[src/rtl/pixel_combinator_pkg.sv]
// Shared types and constants for the pixel combinator and the reorder queues
// that feed it: FSM state encoding, the "no request" coordinate sentinel and
// the default frame geometry.
package pixel_combinator_pkg;

    typedef enum logic [1:0] {
        ST_IDLE = 2'd0,
        ST_REQ  = 2'd1,
        ST_EMIT = 2'd2
    } pc_state_e;

    localparam int DEF_X_SIZE      = 640;
    localparam int DEF_Y_SIZE      = 480;
    localparam int DEF_TIMEOUT     = 4096;

    // Coordinates carrying all ones never match a queued pixel, so queues
    // ignore the request bus while it holds this value.
    localparam int                         MAX_COORD_WIDTH = 64;
    localparam logic [MAX_COORD_WIDTH-1:0] COORD_SENTINEL  = {MAX_COORD_WIDTH{1'b1}};

    // True when more than one bit of the vector is set.
    function automatic logic more_than_one(input logic [63:0] v);
        return (v & (v - 64'd1)) != 64'd0;
    endfunction

endpackage

[src/rtl/pixel_combinator_if.sv]
// Valid/ready pixel output stream with start-of-frame and end-of-line marks.
interface pixel_combinator_if #(
    parameter int RBG_SIZE = 24
);
    logic [RBG_SIZE-1:0] pixel_data;
    logic                pixel_valid;
    logic                pixel_ready;
    logic                sof;
    logic                eol;

    modport master (
        output pixel_data,
        output pixel_valid,
        output sof,
        output eol,
        input  pixel_ready
    );

    modport slave (
        input  pixel_data,
        input  pixel_valid,
        input  sof,
        input  eol,
        output pixel_ready
    );
endinterface

[src/rtl/pixel_out_reg.sv]
// Output holding register: captures a pixel with its frame marks and keeps
// everything stable until the consumer takes it.
module pixel_out_reg
    import pixel_combinator_pkg::*;
#(
    parameter int RBG_SIZE = 24
) (
    input  logic                clk,
    input  logic                reset,
    input  logic                load_i,
    input  logic [RBG_SIZE-1:0] data_i,
    input  logic                sof_i,
    input  logic                eol_i,
    pixel_combinator_if.master  pix
);

    logic [RBG_SIZE-1:0] data_q, data_d;
    logic                valid_q, valid_d;
    logic                sof_q, sof_d;
    logic                eol_q, eol_d;

    // Load a new pixel, drop valid once it is accepted, otherwise hold
    always_comb begin
        data_d  = data_q;
        sof_d   = sof_q;
        eol_d   = eol_q;
        valid_d = valid_q;
        if (load_i) begin
            data_d  = data_i;
            sof_d   = sof_i;
            eol_d   = eol_i;
            valid_d = 1'b1;
        end else if (valid_q && pix.pixel_ready) begin
            valid_d = 1'b0;
        end else begin
            valid_d = valid_q;
        end
    end

    // Output flops with asynchronous clear
    always_ff @(posedge clk or negedge reset) begin
        if (!reset) begin
            data_q  <= {RBG_SIZE{1'b0}};
            sof_q   <= 1'b0;
            eol_q   <= 1'b0;
            valid_q <= 1'b0;
        end else begin
            data_q  <= data_d;
            sof_q   <= sof_d;
            eol_q   <= eol_d;
            valid_q <= valid_d;
        end
    end

    assign pix.pixel_data  = data_q;
    assign pix.pixel_valid = valid_q;
    assign pix.sof         = sof_q;
    assign pix.eol         = eol_q;

endmodule

[src/rtl/pixel_combinator.sv]
// Raster-order pixel gatherer: broadcasts each (x,y) to the reorder queues,
// takes the colour from whichever queue reports a hit, and streams the
// pixels out over valid/ready, one frame per start pulse.
module pixel_combinator
    import pixel_combinator_pkg::*;
#(
    parameter int DATA_WIDTH = 32,
    parameter int RBG_SIZE   = 24,
    parameter int NUM_QUEUES = 4,
    parameter int X_SIZE     = DEF_X_SIZE,
    parameter int Y_SIZE     = DEF_Y_SIZE,
    parameter int TIMEOUT    = DEF_TIMEOUT
) (
    input  logic                           clk,
    input  logic                           reset,
    input  logic                           start,
    input  logic [NUM_QUEUES*RBG_SIZE-1:0] colour_i,
    input  logic [NUM_QUEUES-1:0]          hit_i,
    output logic [DATA_WIDTH-1:0]          xpixel_check,
    output logic [DATA_WIDTH-1:0]          ypixel_check,
    pixel_combinator_if.master             pix,
    output logic                           frame_done,
    output logic                           busy,
    output logic                           stall_err,
    output logic                           multi_hit_err
);

    localparam int XW = (X_SIZE > 1) ? $clog2(X_SIZE) : 1;
    localparam int YW = (Y_SIZE > 1) ? $clog2(Y_SIZE) : 1;
    localparam int WW = $clog2(TIMEOUT + 1);

    localparam logic [XW-1:0] X_LAST   = XW'(X_SIZE - 1);
    localparam logic [YW-1:0] Y_LAST   = YW'(Y_SIZE - 1);
    localparam logic [WW-1:0] WAIT_MAX = WW'(TIMEOUT);

    pc_state_e           state_q, state_d;
    logic [XW-1:0]       x_q, x_d;
    logic [YW-1:0]       y_q, y_d;
    logic [WW-1:0]       wait_q, wait_d;
    logic                frame_done_q, frame_done_d;
    logic                busy_q, busy_d;
    logic                stall_err_q, stall_err_d;
    logic                multi_hit_err_q, multi_hit_err_d;

    logic [RBG_SIZE-1:0] sel_colour_s;
    logic                hit_any_s;
    logic                multi_hot_s;
    logic                load_s;
    logic                sof_s;
    logic                eol_s;

    // Lowest-indexed hitting queue supplies the colour
    always_comb begin
        sel_colour_s = {RBG_SIZE{1'b0}};
        for (int k = NUM_QUEUES - 1; k >= 0; k--) begin
            sel_colour_s = hit_i[k] ? colour_i[k*RBG_SIZE +: RBG_SIZE] : sel_colour_s;
        end
    end

    assign hit_any_s   = |hit_i;
    assign multi_hot_s = more_than_one(64'(hit_i));
    assign load_s      = (state_q == ST_REQ) && hit_any_s;
    assign sof_s       = (x_q == {XW{1'b0}}) && (y_q == {YW{1'b0}});
    assign eol_s       = (x_q == X_LAST);

    // Broadcast the raster coordinate only while a request is outstanding
    always_comb begin
        if (state_q == ST_REQ) begin
            xpixel_check = DATA_WIDTH'(x_q);
            ypixel_check = DATA_WIDTH'(y_q);
        end else begin
            xpixel_check = COORD_SENTINEL[DATA_WIDTH-1:0];
            ypixel_check = COORD_SENTINEL[DATA_WIDTH-1:0];
        end
    end

    // Next-state logic: raster walk, wait timer and sticky error flags
    always_comb begin
        state_d         = state_q;
        x_d             = x_q;
        y_d             = y_q;
        wait_d          = wait_q;
        frame_done_d    = 1'b0;
        stall_err_d     = stall_err_q;
        multi_hit_err_d = multi_hit_err_q;
        case (state_q)
            ST_IDLE: begin
                if (start) begin
                    x_d     = {XW{1'b0}};
                    y_d     = {YW{1'b0}};
                    wait_d  = {WW{1'b0}};
                    state_d = ST_REQ;
                end else begin
                    state_d = ST_IDLE;
                end
            end
            ST_REQ: begin
                if (hit_any_s) begin
                    multi_hit_err_d = multi_hit_err_q | multi_hot_s;
                    state_d         = ST_EMIT;
                end else begin
                    // Saturate so the timeout flag cannot be missed by wrap
                    wait_d      = (wait_q == WAIT_MAX) ? wait_q : wait_q + WW'(1);
                    stall_err_d = stall_err_q | (wait_d == WAIT_MAX);
                end
            end
            ST_EMIT: begin
                if (pix.pixel_ready) begin
                    wait_d = {WW{1'b0}};
                    if (x_q == X_LAST) begin
                        x_d = {XW{1'b0}};
                        if (y_q == Y_LAST) begin
                            y_d          = {YW{1'b0}};
                            frame_done_d = 1'b1;
                            state_d      = ST_IDLE;
                        end else begin
                            y_d     = y_q + YW'(1);
                            state_d = ST_REQ;
                        end
                    end else begin
                        x_d     = x_q + XW'(1);
                        state_d = ST_REQ;
                    end
                end else begin
                    state_d = ST_EMIT;
                end
            end
            default: begin
                state_d = ST_IDLE;
            end
        endcase
        busy_d = (state_d != ST_IDLE);
    end

    // State and status flops with asynchronous clear
    always_ff @(posedge clk or negedge reset) begin
        if (!reset) begin
            state_q         <= ST_IDLE;
            x_q             <= {XW{1'b0}};
            y_q             <= {YW{1'b0}};
            wait_q          <= {WW{1'b0}};
            frame_done_q    <= 1'b0;
            busy_q          <= 1'b0;
            stall_err_q     <= 1'b0;
            multi_hit_err_q <= 1'b0;
        end else begin
            state_q         <= state_d;
            x_q             <= x_d;
            y_q             <= y_d;
            wait_q          <= wait_d;
            frame_done_q    <= frame_done_d;
            busy_q          <= busy_d;
            stall_err_q     <= stall_err_d;
            multi_hit_err_q <= multi_hit_err_d;
        end
    end

    assign frame_done    = frame_done_q;
    assign busy          = busy_q;
    assign stall_err     = stall_err_q;
    assign multi_hit_err = multi_hit_err_q;

    pixel_out_reg #(
        .RBG_SIZE (RBG_SIZE)
    ) u_out (
        .clk    (clk),
        .reset  (reset),
        .load_i (load_s),
        .data_i (sel_colour_s),
        .sof_i  (sof_s),
        .eol_i  (eol_s),
        .pix    (pix)
    );

endmodule
[src/flat_wrapper.sv]
// flat-port wrapper written by rule: the top's interface ports become plain ports
module pixel_combinator_flat import pixel_combinator_pkg::*;
#(
    parameter int DATA_WIDTH = 32,
    parameter int RBG_SIZE   = 24,
    parameter int NUM_QUEUES = 4,
    parameter int X_SIZE     = DEF_X_SIZE,
    parameter int Y_SIZE     = DEF_Y_SIZE,
    parameter int TIMEOUT    = DEF_TIMEOUT
)
  (clk, reset, start, colour_i, hit_i, xpixel_check, ypixel_check, frame_done, busy, stall_err, multi_hit_err, pix_pixel_data, pix_pixel_valid, pix_sof, pix_eol, pix_pixel_ready);
  pixel_combinator_if #(.RBG_SIZE(RBG_SIZE)) pix_i ();
  input  logic clk;
  input  logic reset;
  input  logic start;
  input  logic [NUM_QUEUES*RBG_SIZE-1:0] colour_i;
  input  logic [NUM_QUEUES-1:0] hit_i;
  output logic [DATA_WIDTH-1:0] xpixel_check;
  output logic [DATA_WIDTH-1:0] ypixel_check;
  output logic frame_done;
  output logic busy;
  output logic stall_err;
  output logic multi_hit_err;
  output wire logic [$bits(pix_i.pixel_data)-1:0] pix_pixel_data;
  output wire logic [$bits(pix_i.pixel_valid)-1:0] pix_pixel_valid;
  output wire logic [$bits(pix_i.sof)-1:0] pix_sof;
  output wire logic [$bits(pix_i.eol)-1:0] pix_eol;
  input wire logic [$bits(pix_i.pixel_ready)-1:0] pix_pixel_ready;
  assign pix_pixel_data = pix_i.pixel_data;
  assign pix_pixel_valid = pix_i.pixel_valid;
  assign pix_sof = pix_i.sof;
  assign pix_eol = pix_i.eol;
  assign pix_i.pixel_ready = pix_pixel_ready;
  pixel_combinator #(.DATA_WIDTH(DATA_WIDTH), .RBG_SIZE(RBG_SIZE), .NUM_QUEUES(NUM_QUEUES), .X_SIZE(X_SIZE), .Y_SIZE(Y_SIZE), .TIMEOUT(TIMEOUT)) u_core (.clk(clk), .reset(reset), .start(start), .colour_i(colour_i), .hit_i(hit_i), .xpixel_check(xpixel_check), .ypixel_check(ypixel_check), .pix(pix_i), .frame_done(frame_done), .busy(busy), .stall_err(stall_err), .multi_hit_err(multi_hit_err));
endmodule
[config.mk]
export PLATFORM = sky130hd
export DESIGN_NAME = pixel_combinator_flat
export DESIGN_NICKNAME = d
export VERILOG_FILES = /design/src/rtl/pixel_combinator_pkg.sv /design/src/rtl/pixel_combinator_if.sv /design/src/rtl/pixel_out_reg.sv /design/src/rtl/pixel_combinator.sv /design/src/flat_wrapper.sv
export SDC_FILE = /design/constraint.sdc
export NUM_CORES = 1
export LEC_CHECK = 0
export BUFFER_PORTS_ARGS = -buffer_cell sky130_fd_sc_hd__buf_2
export CAP_MARGIN = 20
export CORE_MARGIN = 2
export CORE_UTILIZATION = 47
export DETAILED_ROUTE_END_ITERATION = 10
export GPL_TIMING_DRIVEN = 1
export PLACE_DENSITY = 0.85
export SLEW_MARGIN = 40
export SYNTH_ARGS = -nofsm -noshare
export SYNTH_HDL_FRONTEND = slang
export SYNTH_SLANG_ARGS = --single-unit
[constraint.sdc]
create_clock -name clk -period 2.7 [get_ports clk]
set_clock_uncertainty 0.05 [all_clocks]
set_input_delay 0.54 -clock clk [delete_from_list [all_inputs] [get_ports clk]]
set_output_delay 0.54 -clock clk [all_outputs]
set_load 0.1 [all_outputs]
==> flow_metrics.env, run 1 <==
export IMPL_first_iter_violations=268
export IMPL_drt_pass1_iterations=5
export IMPL_critical_path_buf_inv_count=2
export IMPL_cts_tree="yes"
export IMPL_hold_viol_final=0
export IMPL_ys_ff_latch=65
export IMPL_grt_ovfl_total=0
export IMPL_grt_first_pass_wirelength_um=19300
export IMPL_min_path_type="reg2reg"
export IMPL_synth_area_leaders="dfrtp_1 (39%), buf_4 (7.9%), o31ai_1 (5.5%)"
export IMPL_cp_data_required_time_ps=2110
export IMPL_reg2reg_setup_slack_ps=400
export IMPL_syn_num_nets=595
export IMPL_post_route_period_util_pct=93.47
export IMPL_path_class="reg2out"
export IMPL_worst_path_max_delay_cell="dfrtp_1"
export IMPL_syn_area_mm2=0.004202
export IMPL_synth_most_common_cell="dfrtp_1"
export IMPL_cap_violations=0
export IMPL_cts_sinks=65
export IMPL_avgSynthCellArea_um2=8.663
export IMPL_syn2layout_area_growth_pct=22.63
export IMPL_insertion_delay_ps=350
export IMPL_ys_types=55
export IMPL_ys_flop_type="dfrtp_1"
export IMPL_cp_end_kind="output pin"
export IMPL_track_usage_pct=24.72
export IMPL_preCtsSetupSlack_ps=412.6
export IMPL_syn_inst=485
export IMPL_startpoint="u_core.state_q[1]"
export IMPL_rsz0062_at_grt="no"
export IMPL_gp_routability_congestion=0.9216
export IMPL_outcome="finished clean"
export IMPL_drc=0
export IMPL_min_from="u_core.u_out.pix.pixel_data[11]"
export IMPL_cts_hold_buf=1
export IMPL_cp_max_fo=45
export IMPL_dp_hpwl_um=9314
export IMPL_max_slew_margin_pct=54.05
export IMPL_crit_arrival_ps=1930
export IMPL_io_buffers=198
export IMPL_nNetsFinal=733
export IMPL_start_kind="register"
export IMPL_worstMarginPinSlew_ps=671.8
export IMPL_synth_edf_count=0
export IMPL_vias=4354
export IMPL_grt_antenna_before_repair=1
export IMPL_dieArea_mm2=0.009712
export IMPL_grt_pass1_vias=4034
export IMPL_routed_wl_um=12560
export IMPL_crit_family="buffers and inverters"
export IMPL_ios=199
export IMPL_core_area_mm2=0.008678
export IMPL_cts_buffers=9
export IMPL_postSynth_asyncResetShare_pct=100.0
export IMPL_avgViaCountPerCell=5.908
export IMPL_yosysSeqAreaShare_pct=38.71
export IMPL_fmax_mhz=396.2
export IMPL_setup_violations=0
export IMPL_postCtsSetupBuffers=0
export IMPL_wl_per_cell_um=17.05
export IMPL_ctsHtreeMaxLevel=3
export IMPL_post_route_worst_setup_slack_ps=176.3
export IMPL_initial_utilization_pct=48.41
export IMPL_yosysTopAreaCellShare_pct=38.71
export IMPL_ant_nets=0
export IMPL_min_period_ps=2524
export IMPL_die_x_um=98.55
export IMPL_slew_viol_final=0
export IMPL_path_clk_slew_ps=70
export IMPL_yosysWarnings=0
export IMPL_cts_max_path_buffers=2
export IMPL_yosys_area_top_type="dfrtp_1"
export IMPL_drive_above_1_share_pct=37.58
export IMPL_grt_max_degree=63
export IMPL_cp_slowest_stage_delay_ps=540
export IMPL_rows=34
export IMPL_reg2reg_from="u_core.wait_q[0]"
export IMPL_cp_cell_sequence="nor2b_4 -> clkinvlp_4 -> buf_2"
export IMPL_cts_resized=0
export IMPL_root_buffer="clkbuf_8"
export IMPL_synth_common_cells="dfrtp_1 (65), nand2_1 (54), buf_4 (44)"
export IMPL_die_y_um=98.55
==> per-layer routing <==
metal	wire length (µm)	GRT usage, %	up-vias
li1	-	-	2011
met5	0	0	-
met2	6519	43.85	246
met3	895	5.248	43
met4	501	13.49	0
met1	4647	27.62	2054
==> cell usage in the layout (no fill, tap or decap), types with 2 or more instances in the layout <==
| cell type | netlist | routed |
|---|---|---|
| inv_1 | 15 | 14 |
| a22o_1 | 5 | 5 |
| nor4_1 | 6 | 5 |
| a31oi_1 | 5 | 5 |
| nor4b_1 | 2 | 2 |
| dfrtp_1 | 65 | 65 |
| buf_4 | 44 | 5 |
| clkinvlp_4 | 0 | 2 |
| clkbuf_8 | 0 | 10 |
| nand2_1 | 54 | 53 |
| a221oi_1 | 24 | 24 |
| o31ai_1 | 31 | 31 |
| a21o_1 | 3 | 3 |
| nand2b_1 | 22 | 21 |
| mux2_2 | 2 | 2 |
| o31ai_2 | 2 | 2 |
| nand3_1 | 13 | 13 |
| o22ai_1 | 25 | 25 |
| and2_1 | 2 | 2 |
| ha_1 | 6 | 6 |
| mux2i_1 | 2 | 2 |
| nand4_1 | 7 | 7 |
| and3_1 | 7 | 7 |
| nor3b_1 | 2 | 2 |
| o21ai_0 | 39 | 39 |
| a21oi_1 | 4 | 4 |
| clkbuf_1 | 24 | 2 |
| buf_2 | 7 | 198 |
| xor2_1 | 3 | 3 |
| nor2b_1 | 6 | 4 |
| xnor2_1 | 5 | 5 |
| nor2_1 | 26 | 26 |
==> kinds of logic (layout without fill, tap and decap cells) <==
logic type / count (synthesis) / count (layout) / share of synthesized area [%]
simple gates: 159 / 159 / 19.51
compound gates: 148 / 148 / 24.54
buf+inv: 94 / 237 / 12.54
flops: 65 / 65 / 38.71
xor+xnor: 8 / 8 / 1.668
fa+ha+maj: 7 / 7 / 2.025
mux: 4 / 4 / 1.012
other cells: 0 / 1 / 0
==> tightest hold or removal path: stages, from the launching register on <==
cell and delay, ps:
dfrtp_1 340, nand2_1 50, o31ai_1 50
==> cell type report <==
type	count	area [µm²]
repair buffers	205	1059
fillers	753	3526
diodes	1	2.502
well taps	108	135.1
clock buffers	12	145.1
flip-flops and latches	65	1627
multi-input cells	326	2069
inverters	16	63.81
clock inverters	4	51.30
==> worst paths after layout <==
path / to / cells after the start
min: u_core.u_out.pix.pixel_data[11] / 2
max reg2reg: u_core.stall_err / 7
min in group asynchronous: u_core.u_out.pix.pixel_data[16] / 2
max: ypixel_check[14] / 3
max in group asynchronous: u_core.wait_q[6] / 3
min reg2reg: u_core.u_out.pix.pixel_data[11] / 2
==> metrics by stage <==
step | hold WS [ps] | area, µm² | std cells | util (%) | setup TNS, ps
6_report | 420.9 | 5152 | 737 | 59.37 | 0
5_1_grt | 453.1 | 5152 | 737 | 59.37 | 0
4_1_cts | 428.6 | 5141 | 736 | 59.24 | 0
3_5_place_dp | 307.1 | 4935 | 719 | 56.86 | 0
3_3_place_gp | 306.1 | 4935 | 719 | 56.86 | 0
2_1_floorplan | 194.4 | 4242 | 485 | - | -2510
==> sequential cells by signal, summed over array words and instances (netlist names) <==
name / flops
u_core.u_out.pix.pixel_valid: 1
u_core.wait_q: 13
u_core.u_out.pix.pixel_data: 24
u_core.x_q: 10
u_core.multi_hit_err: 1
u_core.u_out.pix.sof: 1
u_core.frame_done: 1
u_core.busy: 1
u_core.state_q: 2
u_core.stall_err: 1
u_core.u_out.pix.eol: 1
u_core.y_q: 9
Power of run 1 is left out: the tool's default activity adds up to more than one toggle a clock period on the data nets, which glitch-free logic cannot reach.
==> inputs of run 2 (changes only) <==
--- a/config.mk
+++ b/config.mk
@@ -7,12 +7,15 @@
 export LEC_CHECK = 0
 export BUFFER_PORTS_ARGS = -buffer_cell sky130_fd_sc_hd__buf_2
 export CAP_MARGIN = 20
+export CELL_PAD_IN_SITES_DETAIL_PLACEMENT = 0
+export CELL_PAD_IN_SITES_GLOBAL_PLACEMENT = 2
 export CORE_MARGIN = 2
-export CORE_UTILIZATION = 47
+export CORE_UTILIZATION = 27
 export DETAILED_ROUTE_END_ITERATION = 10
 export GPL_TIMING_DRIVEN = 1
-export PLACE_DENSITY = 0.85
+export PLACE_DENSITY = 0.86
 export SLEW_MARGIN = 40
 export SYNTH_ARGS = -nofsm -noshare
 export SYNTH_HDL_FRONTEND = slang
+export SYNTH_HIERARCHICAL = 1
 export SYNTH_SLANG_ARGS = --single-unit
==> run 2 against run 1 <==
Die area rose by 82%. Synthesized cell count rose by 8.2%. Via count fell by 1.6%. Sequential share of layout area fell by 3.1 points. First-iteration DRC count rose by 4.5%.
==> flow_metrics.env, run 2 <==
export IMPL_outcome="finished clean"
export IMPL_placed_cell_area_mm2=0.005400
export IMPL_slew_viol_final=0
export IMPL_critical_path_buf_inv_count=3
export IMPL_grt_ovfl_total=0
export IMPL_syn_inst=525
export IMPL_setup_violations=0
export IMPL_worstMarginPinSlew_ps=653.7
export IMPL_cp_depth=4
export IMPL_fmax_mhz=392.2
export IMPL_min_period_ps=2550
export IMPL_ctsHtreeMaxLevel=3
export IMPL_routed_wl_um=13370
export IMPL_vias=4286
export IMPL_wl_met2_um=6625
export IMPL_insertion_delay_ps=330
export IMPL_ant_nets=0
export IMPL_n_antenna_cell=0
export IMPL_yosys_area_top_type="dfrtp_1"
export IMPL_hold_viol_final=0
export IMPL_min_path_type="in2async"
export IMPL_wl_met1_um=5983
export IMPL_ys_types=53
export IMPL_cts_hold_buf=0
export IMPL_reg2reg_from="u_core/wait_q[0]"
export IMPL_cp_max_fo=46
export IMPL_startpoint="u_core/state_q[1]"
export IMPL_grt_first_pass_wirelength_um=21550
export IMPL_rows=47
export IMPL_synth_most_common_cell="dfrtp_1"
export IMPL_cap_violations=0
export IMPL_syn2layout_area_growth_pct=26.95
export IMPL_cp_slowest_stage_delay_ps=490
export IMPL_grt_antenna_before_repair=0
export IMPL_highest_layer="met4"
export IMPL_cts_sinks=65
export IMPL_first_iter_violations=280
export IMPL_max_slew_margin_pct=55.81
export IMPL_gp_routability_congestion=0.8744
export IMPL_synth_edf_count=0
export IMPL_grt_pass1_vias=4149
export IMPL_yosysSeqAreaShare_pct=36.15
export IMPL_largest_reg_flops=24
export IMPL_drt_pass1_iterations=5
export IMPL_crit_arrival_ps=1960
export IMPL_postSynth_asyncResetShare_pct=100.0
export IMPL_synth_common_cells="dfrtp_1 (65), o21ai_0 (54), nor2_1 (53)"
export IMPL_nNetsFinal=779
export IMPL_drc=0
export IMPL_final_common_cell="buf_2"
export IMPL_final_area_mm2=0.005712
export IMPL_die_y_um=133.1
export IMPL_ys_ff_latch=65
export IMPL_die_x_um=133.1
export IMPL_grt_max_degree=66
export IMPL_rsz0062_at_grt="no"
export IMPL_syn_num_nets=635
export IMPL_cts_max_path_buffers=2
export IMPL_crit_family="buffers and inverters"
export IMPL_core_area_mm2=0.01641
export IMPL_ios=199
export IMPL_dp_hpwl_um=10050
export IMPL_io_buffers=198
export IMPL_cp_cell_sequence="and2b_2 -> clkinvlp_4 -> buf_4 -> buf_2"
export IMPL_yosysWarnings=6
export IMPL_initial_utilization_pct=27.42
export IMPL_wl_per_cell_um=14.96
export IMPL_drive_above_1_share_pct=39.17
export IMPL_path_class="reg2out"
export IMPL_dieArea_mm2=0.01771
export IMPL_cts_resized=0
export IMPL_avgSynthCellArea_um2=8.570
export IMPL_tns_ps=0
export IMPL_cp_data_required_time_ps=2110
export IMPL_post_route_period_util_pct=94.44
export IMPL_root_buffer="clkbuf_16"
export IMPL_ys_flop_type="dfrtp_1"
export IMPL_path_clk_slew_ps=60
export IMPL_rr_worst_depth=6
export IMPL_cts_tree="yes"
export IMPL_avgViaCountPerCell=4.794
export IMPL_track_usage_pct=15.10
export IMPL_yosysTopAreaCellShare_pct=36.15
export IMPL_synth_area_leaders="dfrtp_1 (36%), buf_4 (7.3%), mux2_4 (6.3%)"
export IMPL_worst_path_max_delay_cell="buf_2"
export IMPL_cts_buffers=9
export IMPL_start_kind="register"
export IMPL_dr_wl_met3_um=661
export IMPL_final_cell_mix="buf_2 (198), dfrtp_1 (65), o21ai_0 (54), nor2_1 (52), nand2_1 (51)"
export IMPL_postCtsSetupBuffers=0
export IMPL_cp_end_kind="output pin"
export IMPL_syn_area_mm2=0.004499
run 2: per-stage QoR:
stage	util [%]	setup slack [ps]	hold slack (ps)	cells
after global routing	34.81	34.40	205.0	894
final	34.81	150.1	174.3	894
after global placement	32.73	305.3	409.9	877
after detailed placement	32.91	402.8	426.0	878
after floorplan	-	-52.45	194.4	525
after CTS	34.81	104.7	190.0	894
run 2: cell type report:
type / instances / area (µm²)
Tap cell: 220 / 275.3
Fill cell: 1723 / 10700
Clock buffer: 10 / 229.0
Sequential cell: 65 / 1627
Multi-Input combinational cell: 367 / 2310
Timing Repair Buffer: 213 / 1136
Clock inverter: 6 / 82.58
Inverter: 13 / 52.55
run 2: logic make-up (layout without fill, tap and decap cells):
kind of cell,after synthesis,after routing,share of synthesized area [%]
xor gates and xnor gates,14,14,2.725
buffers and inverters,93,242,12.74
and+or+nand+nor,184,184,19.69
adders and majority gates,7,7,1.891
muxes,29,29,8.788
AOI/OAI and AO/OA,133,133,18.02
DFF,65,65,36.15
run 2: worst paths after layout:
path	endpoint	slack, ps
max	ypixel_check[11]	150
min	u_core/x_q[4]	170
max reg2reg	u_core/stall_err	470
min reg2reg	u_core/stall_err	440
max in group asynchronous	u_core/wait_q[10]	2120
min in group clk	u_core/stall_err	440
run 2: metal layers:
metal	GRT usage, %	vias up
li1	-	2075
met3	3.234	7
met2	26.14	126
met4	3.783	0
met5	0	-
met1	19.26	2078
Power of run 2 is left out for the same reason.
